===== config.mk =====
export PLATFORM = sky130hd
export DESIGN_NAME = pipe_hazard_ctrl_flat
export DESIGN_NICKNAME = d
export VERILOG_FILES = /design/src/rtl/pipe_hazard_if.sv /design/src/rtl/pipe_hazard_ctrl.sv /design/src/flat_wrapper.sv
export SDC_FILE = /design/constraint.sdc
export NUM_CORES = 1
export LEC_CHECK = 0
export BUFFER_PORTS_ARGS = -buffer_cell sky130_fd_sc_hd__buf_2
export CAP_MARGIN = 20
export CORE_MARGIN = 2
export CORE_UTILIZATION = 50
export CTS_CLUSTER_DIAMETER = 80
export DETAILED_ROUTE_END_ITERATION = 8
export HOLD_SLACK_MARGIN = 0.02
export MAX_ROUTING_LAYER = met4
export PLACE_DENSITY = 0.77
export SLEW_MARGIN = 20
export SYNTH_ARGS = -nofsm -noshare
export SYNTH_HDL_FRONTEND = slang
export SYNTH_SLANG_ARGS = --single-unit

===== constraint.sdc =====
create_clock -name clk -period 2.9 [get_ports clk]
set_input_delay 0.725 -clock clk [delete_from_list [all_inputs] [get_ports clk]]
set_output_delay 0.725 -clock clk [all_outputs]
set_load 0.01 [all_outputs]

===== src/rtl/pipe_hazard_if.sv =====
// pipe_hazard_if: hazard inputs from the pipeline and stall/flush controls back to it.
interface pipe_hazard_if #(
  parameter int REG_AW = 5,
  parameter int CNT_W  = 16
);
  logic [REG_AW-1:0] id_rs1, id_rs2, ex_rd;
  logic              id_rs1_used, id_rs2_used, id_mc_op, ex_mem_read, branch_taken, mc_done;
  logic              pc_hold, ifid_hold, ifid_flush, idex_hold, idex_bubble, exmem_bubble;
  logic              mc_busy, mc_timeout;
  logic [CNT_W-1:0]  stall_cnt;
  modport master (
    output id_rs1, id_rs2, ex_rd, id_rs1_used, id_rs2_used, id_mc_op, ex_mem_read, branch_taken, mc_done,
    input  pc_hold, ifid_hold, ifid_flush, idex_hold, idex_bubble, exmem_bubble, mc_busy, mc_timeout, stall_cnt
  );
  modport slave (
    input  id_rs1, id_rs2, ex_rd, id_rs1_used, id_rs2_used, id_mc_op, ex_mem_read, branch_taken, mc_done,
    output pc_hold, ifid_hold, ifid_flush, idex_hold, idex_bubble, exmem_bubble, mc_busy, mc_timeout, stall_cnt
  );
endinterface


===== src/rtl/pipe_hazard_ctrl.sv =====
// pipe_hazard_ctrl: stall/flush control for load-use, EX redirects and multi-cycle EX ops.
module pipe_hazard_ctrl #(
  parameter int REG_AW     = 5,
  parameter int CNT_W      = 16,
  parameter int MC_TIMEOUT = 1024
) (
  input logic          clk,
  input logic          rst,
  pipe_hazard_if.slave bus
);
  localparam int WW = $clog2(MC_TIMEOUT + 1);
  localparam logic [WW-1:0] LAST = WW'(MC_TIMEOUT - 1);
  typedef enum logic {RUN, MC_WAIT} state_t;
  state_t            state, state_n;
  logic              mc_pend, pend_n, to_q, to_n;
  logic [WW-1:0]     wcnt, wcnt_n;
  logic [CNT_W-1:0]  cnt;
  logic [REG_AW-1:0] rd;
  logic              lu, in_wait, rel, hold, run_br, run_lu, hold_pc;
  assign rd = bus.ex_rd;
  always_comb begin
    lu = bus.ex_mem_read && rd != '0 &&
         ((bus.id_rs1_used && bus.id_rs1 == rd) || (bus.id_rs2_used && bus.id_rs2 == rd));
    in_wait = state == MC_WAIT;
    rel     = bus.mc_done || wcnt == LAST;
    hold    = in_wait && !rel;
    run_br  = !in_wait && bus.branch_taken;
    run_lu  = !in_wait && !bus.branch_taken && lu;
    // Controls are forced low while reset is asserted, whatever the inputs do.
    hold_pc          = rst && (hold || run_lu);
    bus.pc_hold      = hold_pc;
    bus.ifid_hold    = hold_pc;
    bus.ifid_flush   = rst && run_br;
    bus.idex_hold    = rst && hold;
    bus.idex_bubble  = rst && (run_br || run_lu);
    bus.exmem_bubble = rst && hold;
    bus.mc_busy      = rst && in_wait;
    state_n = in_wait ? (rel ? RUN : MC_WAIT) : ((mc_pend && !bus.branch_taken) ? MC_WAIT : RUN);
    pend_n  = !in_wait && !bus.branch_taken && !lu && !mc_pend && bus.id_mc_op;
    wcnt_n  = in_wait ? wcnt + 1'b1 : '0;
    to_n    = to_q || (in_wait && !bus.mc_done && wcnt == LAST);
  end
  always_ff @(posedge clk or negedge rst)
    if (!rst) begin
      state   <= RUN;
      mc_pend <= 1'b0;
      wcnt    <= '0;
      to_q    <= 1'b0;
      cnt     <= '0;
    end else begin
      state   <= state_n;
      mc_pend <= pend_n;
      wcnt    <= wcnt_n;
      to_q    <= to_n;
      cnt     <= cnt + CNT_W'(hold_pc && !(&cnt));
    end
  assign bus.mc_timeout = to_q;
  assign bus.stall_cnt  = cnt;
endmodule


===== src/flat_wrapper.sv =====
// flat-port wrapper written by rule: the top's interface ports become plain ports
module pipe_hazard_ctrl_flat 
#(
  parameter int REG_AW     = 5,
  parameter int CNT_W      = 16,
  parameter int MC_TIMEOUT = 1024
)
  (clk, rst, bus_id_rs1, bus_id_rs2, bus_ex_rd, bus_id_rs1_used, bus_id_rs2_used, bus_id_mc_op, bus_ex_mem_read, bus_branch_taken, bus_mc_done, bus_pc_hold, bus_ifid_hold, bus_ifid_flush, bus_idex_hold, bus_idex_bubble, bus_exmem_bubble, bus_mc_busy, bus_mc_timeout, bus_stall_cnt);
  pipe_hazard_if #(.REG_AW(REG_AW), .CNT_W(CNT_W)) bus_i ();
  input logic clk;
  input logic rst;
  input wire logic [$bits(bus_i.id_rs1)-1:0] bus_id_rs1;
  input wire logic [$bits(bus_i.id_rs2)-1:0] bus_id_rs2;
  input wire logic [$bits(bus_i.ex_rd)-1:0] bus_ex_rd;
  input wire logic [$bits(bus_i.id_rs1_used)-1:0] bus_id_rs1_used;
  input wire logic [$bits(bus_i.id_rs2_used)-1:0] bus_id_rs2_used;
  input wire logic [$bits(bus_i.id_mc_op)-1:0] bus_id_mc_op;
  input wire logic [$bits(bus_i.ex_mem_read)-1:0] bus_ex_mem_read;
  input wire logic [$bits(bus_i.branch_taken)-1:0] bus_branch_taken;
  input wire logic [$bits(bus_i.mc_done)-1:0] bus_mc_done;
  output wire logic [$bits(bus_i.pc_hold)-1:0] bus_pc_hold;
  output wire logic [$bits(bus_i.ifid_hold)-1:0] bus_ifid_hold;
  output wire logic [$bits(bus_i.ifid_flush)-1:0] bus_ifid_flush;
  output wire logic [$bits(bus_i.idex_hold)-1:0] bus_idex_hold;
  output wire logic [$bits(bus_i.idex_bubble)-1:0] bus_idex_bubble;
  output wire logic [$bits(bus_i.exmem_bubble)-1:0] bus_exmem_bubble;
  output wire logic [$bits(bus_i.mc_busy)-1:0] bus_mc_busy;
  output wire logic [$bits(bus_i.mc_timeout)-1:0] bus_mc_timeout;
  output wire logic [$bits(bus_i.stall_cnt)-1:0] bus_stall_cnt;
  assign bus_i.id_rs1 = bus_id_rs1;
  assign bus_i.id_rs2 = bus_id_rs2;
  assign bus_i.ex_rd = bus_ex_rd;
  assign bus_i.id_rs1_used = bus_id_rs1_used;
  assign bus_i.id_rs2_used = bus_id_rs2_used;
  assign bus_i.id_mc_op = bus_id_mc_op;
  assign bus_i.ex_mem_read = bus_ex_mem_read;
  assign bus_i.branch_taken = bus_branch_taken;
  assign bus_i.mc_done = bus_mc_done;
  assign bus_pc_hold = bus_i.pc_hold;
  assign bus_ifid_hold = bus_i.ifid_hold;
  assign bus_ifid_flush = bus_i.ifid_flush;
  assign bus_idex_hold = bus_i.idex_hold;
  assign bus_idex_bubble = bus_i.idex_bubble;
  assign bus_exmem_bubble = bus_i.exmem_bubble;
  assign bus_mc_busy = bus_i.mc_busy;
  assign bus_mc_timeout = bus_i.mc_timeout;
  assign bus_stall_cnt = bus_i.stall_cnt;
  pipe_hazard_ctrl #(.REG_AW(REG_AW), .CNT_W(CNT_W), .MC_TIMEOUT(MC_TIMEOUT)) u_core (.clk(clk), .rst(rst), .bus(bus_i));
endmodule

==> impl_metrics.csv <==
group,metric,value,unit
floorplan,start_util,51.4,%
synth,synth-seq-cells,30,
floorplan,top_level_ports,47,
sta,finalHoldViolCount,0,
floorplan,die_h,59.5,um
detailed_routing,via_per_inst,5.46,
clocking,cts_tree,"yes",
detailed_routing,drt-pass1-iter-count,4,
clocking,hold_buffers,0,
sta,fin_crit_sh,96.0,%
clocking,clk_pin_slew,0.09,ns
critical_path,path_delay_family,"buffers and inverters",
final_layout,syn_to_final_growth,21.9,%
detailed_routing,wl,3210,um
hold_path,worst_hold_path_type,"input port to async pin",
pwr,p_leak,0.970,nW
global_route,grt_pass1_vias,1185,
global_route,grt_use_total,20.4,%
detailed_routing,route.met2.wl,1740,um
clocking,h-tree-depth,2,
placed_design,gp_congestion,0.831,
detailed_routing,dr.max_layer_used,"met4",
critical_path,r2r-start,"u_core.wcnt[0]",
critical_path,start_kind,"input port",
synth,postSynthAreaPerCell,10.9,um2
sta,min_period,2.78,ns
detailed_routing,dr.first_iter.drc_count,31,
sta,rsz0062_at_grt,"false",
floorplan,die_area,3550,um2
global_route,grt_max_degree,31,
critical_path,crit_type,"input port to output port",
job,drv_cap,0,
sta,finalSetupViolCount,0,
detailed_routing,drcViolationCount,0,
critical_path,critPathMaxFanout,3,
critical_path,critPathLaunch,"bus_ex_rd[3]",
sta,maxSlewViolCount,0,
critical_path,path_common_cell,"buf_2",
sta,tightest_slew,0.406,ns
floorplan,die_width,59.5,um
clocking,cts-buffers-inserted,5,
synth,syn_nets,168,
final_layout,drive_gt1_share,31.3,%
placed_design,pre_cts_slack,-0.0255,ns
clocking,insertion_delay,0.32,ns
pwr,p_total,0.834,mW
critical_path,critPathRequiredTime,2.17,ns
placed_design,dpl.hpwl,2520,um
placed_design,portBuffers,46,
clocking,clockRootBuffer,"clkbuf_4",
critical_path,endpoint_kind,"output port",
clocking,cts_setup_buffers,0,
final_layout,fill_cells,252,
clocking,cts_num_sinks,30,
pwr,power.density,444,nW/um2
critical_path,slowest_stage,"nor4_1",
detailed_routing,drtAntennaViolNets,0,
detailed_routing,routedWlPerCell,14.1,um
synth,synthDistinctLibCells,30,
detailed_routing,vias,1246,
sta,fmax,0.359,GHz
critical_path,cp.arrival,2.06,ns
synth,yosys_warnings,0,
clocking,cts.path.max_buffers,2,
sta,slew-limit-headroom,72.8,%
detailed_routing,wl_met1,1290,um
sta,finClkSkew,0.00774,ns
status,outcome,"finished, final reports clean",
floorplan,num_rows,20,
final_layout,num-nets-final,220,
pwr,ir_drop,0.306,mV
floorplan,core,3000,um2
global_route,grt_pass1_wl,5240,um
synth,synth_area,1540,um2
global_route,grt_remaining_overflow,0,
critical_path,cp_cell_sequence,"buf_2, xor2_1, nor4_1, a32oi_1, buf_4, o21bai_1, buf_2",
critical_path,cp.buffers_inverters,3,
synth,synth_cells,142,
synth,ys_seq_area_share,48.7,%
sta,setup_ws,0.116,ns
clocking,post_cts_resized,0,
detailed_routing,dr_wl_met3,148,um
final_layout,n_antenna_cell,0,
critical_path,critPathMaxStageDelay,0.33,ns
global_route,antenna_found_initial,0,
==> metal layers <==
layer,GRT usage (%),vias up
met1,23.1,608
met3,6.33,6
li1,-,602
met4,4.76,0
met2,35.2,30
met5,-,-
==> layout make-up <==
| cell class | instances | area (um2) | area share, % |
|---|---|---|---|
| clock buffer | 7 | 55.1 | 2.93 |
| clock inverter | 1 | 5.00 | 0.266 |
| inverter | 4 | 15.0 | 0.798 |
| multi-input combinational | 104 | 761 | 40.5 |
| sequential | 30 | 751 | 39.9 |
| tap | 33 | 41.3 | 2.20 |
| timing repair buffer | 49 | 253 | 13.4 |
==> cell usage after synthesis <==
master      n  area [um2]
a32oi_1     1        8.76
and2_0      1        6.26
or4_1       1        7.51
a22o_1      1        8.76
or4_4       1        11.3
o2bb2ai_1   1        8.76
ha_1        3        37.5
nor2b_1     4        25.0
a21boi_0    1        7.51
nand4_1     9        56.3
nor3_1      3        15.0
nand3_1     9        45.0
inv_1       4        15.0
dfrtp_1    30         751
clkbuf_1    1        3.75
and3_1      3        18.8
buf_2       1        5.00
o21bai_1    3        22.5
buf_4       2        15.0
nor4_1      2        12.5
and2_1     11        68.8
nand2_1     8        30.0
o21a_1      1        7.51
o21ai_0     1        5.00
and4_1      3        26.3
xnor2_1    19         166
xor2_1     13         114
nand4_2     2        25.0
nor2_1      2        7.51
o2111a_1    1        11.3
==> cells in the final DEF, fill, tap and decap left out, types with 3 or more instances in the layout <==
master	synthesis	routed
o21bai_1	3	3
inv_1	4	4
and2_1	11	11
nor2b_1	4	4
nand2_1	8	8
nand4_1	9	9
buf_4	2	3
nand3_1	9	9
buf_2	1	46
and3_1	3	3
clkbuf_4	0	5
xor2_1	13	13
dfrtp_1	30	30
xnor2_1	19	19
and4_1	3	3
==> logic make-up after synthesis <==
family                   after synthesis  synth area share (%)
XOR/XNOR                              32                  18.2
flip-flops                            30                  48.7
adder cells (fa/ha/maj)                3                  2.43
AO/OA/AOI/OAI                         10                  5.19
AND/OR/NAND/NOR                       59                  23.0
buffers and inverters                  8                  2.51
==> flip-flops by register name, indices dropped and copies added (netlist names) <==
| name | flops |
|---|---|
| u_core.bus.mc_timeout | 1 |
| u_core.bus.stall_cnt | 16 |
| u_core.in_wait | 1 |
| u_core.mc_pend | 1 |
| u_core.wcnt | 11 |
==> power by group <==
part | internal [mW] | total, mW | switching [mW]
sequential | 0.440 | 0.470 | 0.0300
clock | 0.117 | 0.256 | 0.139
combinational | 0.0510 | 0.108 | 0.0568
==> final timing paths <==
check	depth (start not counted)	slack (ns)	to
max reg2reg	11	0.24	u_core.bus.stall_cnt[12]
max in group asynchronous	2	2.14	u_core.wcnt[2]
min	1	0.19	u_core.mc_pend
min reg2reg	1	0.49	u_core.wcnt[0]
min in group clk	1	0.49	u_core.wcnt[0]
max	7	0.12	bus_ifid_hold
==> metrics by stage <==
step	hold slack, ns	util [%]	cell area (um2)	TNS [ns]	std cells
3_3_place_gp	0.459	60.4	1810	0	220
6_report	0.195	62.6	1880	0	228
3_5_place_dp	0.465	60.4	1810	-0.0255	220
5_1_grt	0.181	62.6	1880	0	228
2_1_floorplan	0.429	-	1540	0	142
4_1_cts	0.187	62.4	1870	0	228
Power figures use the tool's default switching activity.
